`src/rtl/spi_reg_bank.sv`:
```
// spi_reg_bank: SPI mode-0 slave decoding 16-bit write frames into five PWM control registers.
// Define SPI_READBACK_EN to support read frames shifted out on cipo_o.
module spi_reg_bank #(
  parameter int         NUM_REGS = 5,
  parameter logic [6:0] MAX_ADDR = 7'h04
) (
  input  logic       clk,
  input  logic       rst_n,
  input  logic       sclk_i,
  input  logic       copi_i,
  input  logic       ncs_i,
  output logic [7:0] en_reg_out_7_0_o,
  output logic [7:0] en_reg_out_15_8_o,
  output logic [7:0] en_reg_pwm_7_0_o,
  output logic [7:0] en_reg_pwm_15_8_o,
  output logic [7:0] pwm_duty_cycle_o,
  output logic       cipo_o
);
  typedef enum logic [1:0] {IDLE, SHIFT, COMMIT} state_t;
  state_t      state_q;
  logic [2:0]  sclk_q, ncs_q;
  logic [1:0]  copi_q;
  logic [4:0]  cnt_q;
  logic [15:0] sr_q;
  logic [7:0]  regs_q [NUM_REGS];
  logic        sclk_rise, ncs_fall, ncs_rise, wr_d;
  assign sclk_rise = sclk_q[1] & ~sclk_q[2];
  assign ncs_fall  = ~ncs_q[1] & ncs_q[2];
  assign ncs_rise  = ncs_q[1] & ~ncs_q[2];
  // The write lands on the same edge that moves SHIFT into COMMIT, two clk after the pin is first sampled.
  assign wr_d = state_q == SHIFT && ncs_rise && cnt_q == 5'd16 && sr_q[15] && sr_q[14:8] <= MAX_ADDR;
  assign en_reg_out_7_0_o  = regs_q[0];
  assign en_reg_out_15_8_o = regs_q[1];
  assign en_reg_pwm_7_0_o  = regs_q[2];
  assign en_reg_pwm_15_8_o = regs_q[3];
  assign pwm_duty_cycle_o  = regs_q[4];
  always_ff @(posedge clk or negedge rst_n) begin
    if (!rst_n) begin
      state_q <= IDLE;
      sclk_q  <= 3'b000;
      ncs_q   <= 3'b111;
      copi_q  <= 2'b00;
      cnt_q   <= 5'd0;
      sr_q    <= 16'h0000;
      for (int i = 0; i < NUM_REGS; i++) regs_q[i] <= 8'h00;
    end else begin
      sclk_q <= {sclk_q[1:0], sclk_i};
      ncs_q  <= {ncs_q[1:0], ncs_i};
      copi_q <= {copi_q[0], copi_i};
      if (ncs_fall) begin
        state_q <= SHIFT;
        cnt_q   <= 5'd0;
        sr_q    <= 16'h0000;
      end else if (state_q == SHIFT) begin
        if (ncs_rise) state_q <= COMMIT;
        else if (sclk_rise) begin
          sr_q  <= {sr_q[14:0], copi_q[1]};
          cnt_q <= cnt_q == 5'd17 ? cnt_q : cnt_q + 5'd1;
        end
      end else state_q <= IDLE;
      for (int i = 0; i < NUM_REGS; i++) if (wr_d && sr_q[14:8] == 7'(i)) regs_q[i] <= sr_q[7:0];
    end
  end
`ifdef SPI_READBACK_EN
  logic [7:0] out_q, rd_d;
  logic       sclk_fall;
  assign sclk_fall = ~sclk_q[1] & sclk_q[2];
  always_comb begin
    rd_d = 8'h00;
    for (int i = 0; i < NUM_REGS; i++) if (sr_q[6:0] == 7'(i) && sr_q[6:0] <= MAX_ADDR) rd_d = regs_q[i];
  end
  // Address is complete once 8 bits are in; load then and shift on every later falling edge.
  always_ff @(posedge clk or negedge rst_n) begin
    if (!rst_n) out_q <= 8'h00;
    else if (ncs_fall) out_q <= 8'h00;
    else if (state_q == SHIFT && sclk_fall) out_q <= cnt_q == 5'd8 ? rd_d : {out_q[6:0], 1'b0};
  end
  assign cipo_o = out_q[7] & ~ncs_q[1];
`else
  assign cipo_o = 1'b0;
`endif
endmodule

```
`config.mk`:
```
export PLATFORM = sky130hd
export DESIGN_NAME = spi_reg_bank
export DESIGN_NICKNAME = d
export VERILOG_FILES = /design/src/rtl/spi_reg_bank.sv
export SDC_FILE = /design/constraint.sdc
export NUM_CORES = 1
export LEC_CHECK = 0
export BUFFER_PORTS_ARGS = -buffer_cell sky130_fd_sc_hd__buf_2
export CAP_MARGIN = 20
export CORE_ASPECT_RATIO = 1.5
export CORE_MARGIN = 5
export CORE_UTILIZATION = 25
export CTS_BUF_LIST = sky130_fd_sc_hd__clkbuf_4 sky130_fd_sc_hd__clkbuf_8
export CTS_CLUSTER_SIZE = 14
export DETAILED_ROUTE_END_ITERATION = 8
export GPL_TIMING_DRIVEN = 0
export PLACE_DENSITY = 0.47
export SKIP_LAST_GASP = 1
export SLEW_MARGIN = 20
export SYNTH_ARGS = -nofsm -noshare
export SYNTH_HDL_FRONTEND = slang
export SYNTH_SLANG_ARGS = --single-unit
```
`constraint.sdc`:
```
create_clock -name clk -period 4.7 [get_ports clk]
set_input_delay 0.235 -clock clk [delete_from_list [all_inputs] [get_ports clk]]
set_output_delay 0.235 -clock clk [all_outputs]
set_load 0.005 [all_outputs]
```
# [Word level (Yosys, flattened, before mapping)]
# Cells that the tools add are included.
[word_totals] reg_bits=71 input_bits=5 output_inout_bits=41 wordCells=55
[op_classes] addsub=1 magnitude_cmp=1 eq_ne=10 mux=12 bitwise_logic=6 n_reduce_logical=14
[op_table] op="2-to-1 mux 16 bit" count=4
[op_table] op="2-to-1 mux 5 bit" count=5
[op_table] op="== test 7 x 2 -> 1 bit (second input constant)" count=2
[op_table] op="== test 5 bit (second input constant)" count=2
[op_table] op="logical AND 1 bit" count=9
[op_table] op="== test 7 x 1 -> 1 bit (second input constant)" count=1
[op_table] op="== test 7 x 3 -> 1 bit (second input constant)" count=1
[op_table] op="less-or-equal comparator 7 x 3 -> 1 bit (second input constant)" count=1
[op_table] op="logical NOT 7 bit" count=1
[op_table] op="2-to-1 mux 2 bit" count=3
[op_table] op="adder 5 x 1 -> 5 bit (second input constant)" count=1
[op_table] op="inequality test 2 bit (second input constant)" count=2
[op_table] op="AND reduction 4 bit" count=1
[op_table] op="nonzero test 2 bit" count=2
[op_table] op="bitwise AND 1 bit" count=3
[op_table] op="inequality test 3 bit (second input constant)" count=1
[op_table] op="NOT 1 bit" count=3
[op_table] op="AND reduction 3 bit" count=1
[op_table] op="== test 2 x 1 -> 1 bit (second input constant)" count=1

# [Longest topological paths before layout]
[logic_depth] ltp_word=7 ltp_mapped=8 mapped_depth_nobuf=6

# [Worst setup path before layout]
# No wires, ideal clock.
[synth_timing] path_type="register to register" start="register ncs_q[1]" end="register regs_q (netlist bit pwm_duty_cycle_o[0])" setup_time_ns=0.125 arrival_time_ns=1.907 required_time_ns=4.575 slack_ns=2.669 path_stages_with_launch=6 path_buffers=0 synth_period_minus_slack_ns=2.031 cell_sequence="dfstp_2 ha_1 and3_1 nand4_4 nor4b_4 mux2_2"
[synth_between] elab_chain_len=6
[synth_lines] element="start, declared" line_no="21" text="logic [2:0] sclk_q, ncs_q;"
[synth_lines] element="start signal, assigned" line_no="48" text="ncs_q <= {ncs_q[1:0], ncs_i};"
[synth_lines] element="bitwise AND 1 bit" line_no="29" text="assign ncs_rise = ncs_q[1] & ~ncs_q[2];"
[synth_lines] element="logical AND 1 bit (4 in a row)" line_no="31" text="assign wr_d = state_q == SHIFT && ncs_rise && cnt_q == 5'd16 && sr_q[15] && sr_q[14:8] <= MAX_ADDR;"
[synth_lines] element="logical AND 1 bit" line_no="61" text="for (int i = 0; i < NUM_REGS; i++) if (wr_d && sr_q[14:8] == 7'(i)) regs_q[i] <= sr_q[7:0];"
[synth_lines] element="end, declared" line_no="25" text="logic [7:0] regs_q [NUM_REGS];"
# No other way between the ends.
# A chain may end at the register's enable or synchronous reset.

# [Worst setup path in the final report]
[layout_timing] start="register ncs_q[1]" end="register regs_q (netlist bit en_reg_pwm_7_0_o[7])"
# The elaborated chain is that of the path after synthesis.

==> summary.txt <==
Min path
  • HP Class: flip-flop to flip-flop
  • Hold Crit Depth: 0

Route
  • Vias/cell: approximately 4.3
  • Wire per inst: 14.5 um
  • DRC: 0
  • First-pass DRT Iterations: 4
  • DR iter-0 viols: between 50 and 60
  • Total number of vias: 1849
  • DRT Wirelength: ~6300 um
  • Final ANT Viol Nets: 0

Layout
  • Ant. Diodes: 0
  • Layout cells sized above 1: 41.4%
  • Nets: 286
  • Area Overhead vs Synth: 23.8%

STA
  • Tightest Pin Transition: 835 ps
  • Hold Fails Final Rpt: 0
  • Fin crit share: between 50% and 60%
  • Final min period: 2420 ps
  • Fmax: 413 MHz
  • RSZ-0062 raised after global routing: no
  • Final setup TNS: 0 ps
  • Final Skew: 10.2 ps
  • Relative slew slack: 44.1%
  • Fin. max-slew vios: 0
  • Endpoints failing setup: 0

Synthesis
  • EDFF count, synth: 0
  • Synth unique cells: 34
  • Most frequent cell after synthesis: dfrtp_1
  • Yosys reg bits: 71
  • Syn_nets: 226
  • Mean area per synthesized cell: between 10 and 15 um^2
  • Synth cell count leaders: 68 x dfrtp_1, 41 x mux2_2, 35 x nand2_1
  • Fraction of registers with async set or reset after synthesis: 100%
  • Top cell type's share of synthesized area: a little under 60%
  • Register area share after synthesis: between 60% and 70%
  • Synthesized instance count: 215
  • Most common flop cell mapped by yosys: dfrtp_1
  • Synth top area cells: dfrtp_1 59%, mux2_2 16%, nand2_1 4.5%
  • Synth warnings: 0
  • Netlist Area Pre-Place: roughly 2900 um^2
  • Largest area contributor in the netlist: dfrtp_1

Floorplanning
  • Floorplan row count: 48
  • Core ar.: 11500 um^2
  • Die width: 97.9 um
  • Boundary Pins: 46
  • Total Die Area: 13900 um^2
  • Initial Utilization: 25.3%
  • Die height: 142 um

Run status
  • Run status: finished, final reports clean

Clock network
  • CTS root buf: clkbuf_8
  • Clock-pin slew on the worst setup and hold paths: around 70 ps
  • CTS resizes: 0
  • Worst-case clock buffer depth: 2
  • Number of hold buffers added after CTS: 4
  • TritonCTS clock tree: built
  • Post-CTS setup buffer count: 0
  • CTS Buf Count: 9
  • Worst skew pair latency: between 300 and 400 ps
  • Htree depth: 3
  • Clock sink total: 71

Worst setup path
  • Worst Path Arrival: 2640 ps
  • R2r worst-path depth: 5
  • Max Fanout on Critical Path: 8
  • Crit end category: flip-flop
  • WP buf/inv: 0
  • Worst Setup Path Type: flip-flop to flip-flop
  • Slowest cell on the critical path: nor4b_4
  • Worst setup SP type: flip-flop
  • WP depth: 5
  • CP cell instances: ha_1 > and3_1 > nand4_4 > nor4b_4 > mux2_2
  • Largest stage delay, worst path: between 700 and 800 ps
  • CP Data Required Time: 4920 ps
  • Critical path's top delay family: simple AND/OR/NAND/NOR gates

Global route
  • Initial antenna violation count: 0
  • Largest net degree at the start of global routing: between 40 and 50
  • Total gr overflow: 0
  • Vias in the first global route: 1952
  • GRT Total Usage: roughly a tenth
  • First-pass GRT wire length: 10600 um

Placement
  • # port buffers: 44
  • DP HPWL: 4340 um
  • Gpl congestion: 0.709

Pwr
  • Final Power: about 0.0013 W
  • VDD IR max: 0.000177 V
  • Pwr/cell area: 365 nW/um^2
  • Static Leakage: 1.76 nW

Run
  • Maxcap violations: 0
layout make-up:
type                       count  area, um^2
buffer                        11        46.3
clock buffer                  13         173
clock inverter                 3        40.0
fill                        1168        7880
inverter                       6        22.5
multi-input combinational    127        1050
sequential                    71        1780
tap                          150         188
timing repair buffer          49         290
worst paths after layout:
kind | startpoint | end | slack [ps]
min in group asynchronous | rst_n | sclk_q[0] | 370
setup / recovery | ncs_q[1] | en_reg_pwm_7_0_o[7] | 2280
hold reg to reg | sclk_q[0] | sclk_q[1] | 360
max in group asynchronous | rst_n | ncs_q[2] | 3750
setup reg to reg | ncs_q[1] | en_reg_pwm_7_0_o[7] | 2280
hold / removal | sclk_q[0] | sclk_q[1] | 360
power by group:
part	total, W	internal (W)	switching (W)
Combinational	0.000115	0.0000470	0.0000678
Clock	0.000510	0.000293	0.000217
Sequential	0.000687	0.000645	0.0000426
through the flow:
| stage | utilization, % | worst slack [ps] | std cells | hold slack (ps) | cell area, um^2 |
|---|---|---|---|---|---|
| floorplan | - | 2670 | 215 | -60.6 | 2900 |
| global placement | 28.8 | 2260 | 409 | 339 | 3310 |
| detailed placement | 29.1 | 2240 | 410 | 176 | 3340 |
| CTS | 31.3 | 2210 | 430 | 359 | 3590 |
| global route | 31.3 | 2110 | 430 | 363 | 3590 |
| finish | 31.3 | 2280 | 430 | 357 | 3590 |
placed cells by master (no fill, tap or decap), types with 2 or more instances in the layout:
cell type	instances
buf_2	44
buf_4	2
clkbuf_1	8
clkbuf_8	12
clkinv_2	2
dfrtp_1	68
dfstp_2	3
dlygate4sd3_1	4
ha_1	6
inv_1	6
mux2_2	41
nand2_1	35
nand3_1	2
nor2_1	2
nor4_4	2
nor4b_4	3
o21ai_0	17
state kept, by name, summed over array words and instances, names as in the netlist:
name               cells
sr_q                  16
en_reg_out_15_8_o      8
en_reg_out_7_0_o       8
en_reg_pwm_15_8_o      8
en_reg_pwm_7_0_o       8
pwm_duty_cycle_o       8
cnt_q                  5
ncs_q                  3
sclk_q                 3
copi_q                 2
state_q                2
routing by layer:
metal | track usage, % | wire (um) | share of wire, % | vias to the layer above
met2 | 16.9 | 3390 | 54 | 31
met4 | 3.94 | 97 | 1.6 | 0
met5 | 0 | 0 | 0 | -
met1 | 11.4 | 2520 | 40 | 952
met3 | 2.85 | 251 | 4.0 | 7
li1 | - | - | - | 859
cell families after synthesis:
kind of cell	count (synthesis)	synth area share (%)
muxes	42	16.3
adders and majority gates	6	2.59
DFF	71	61.4
AOI/OAI and AO/OA	24	4.83
other	1	0.129
buffers and inverters	17	2.37
and+or+nand+nor	54	12.4
No activity file was read; power rests on OpenSTA's default activity.
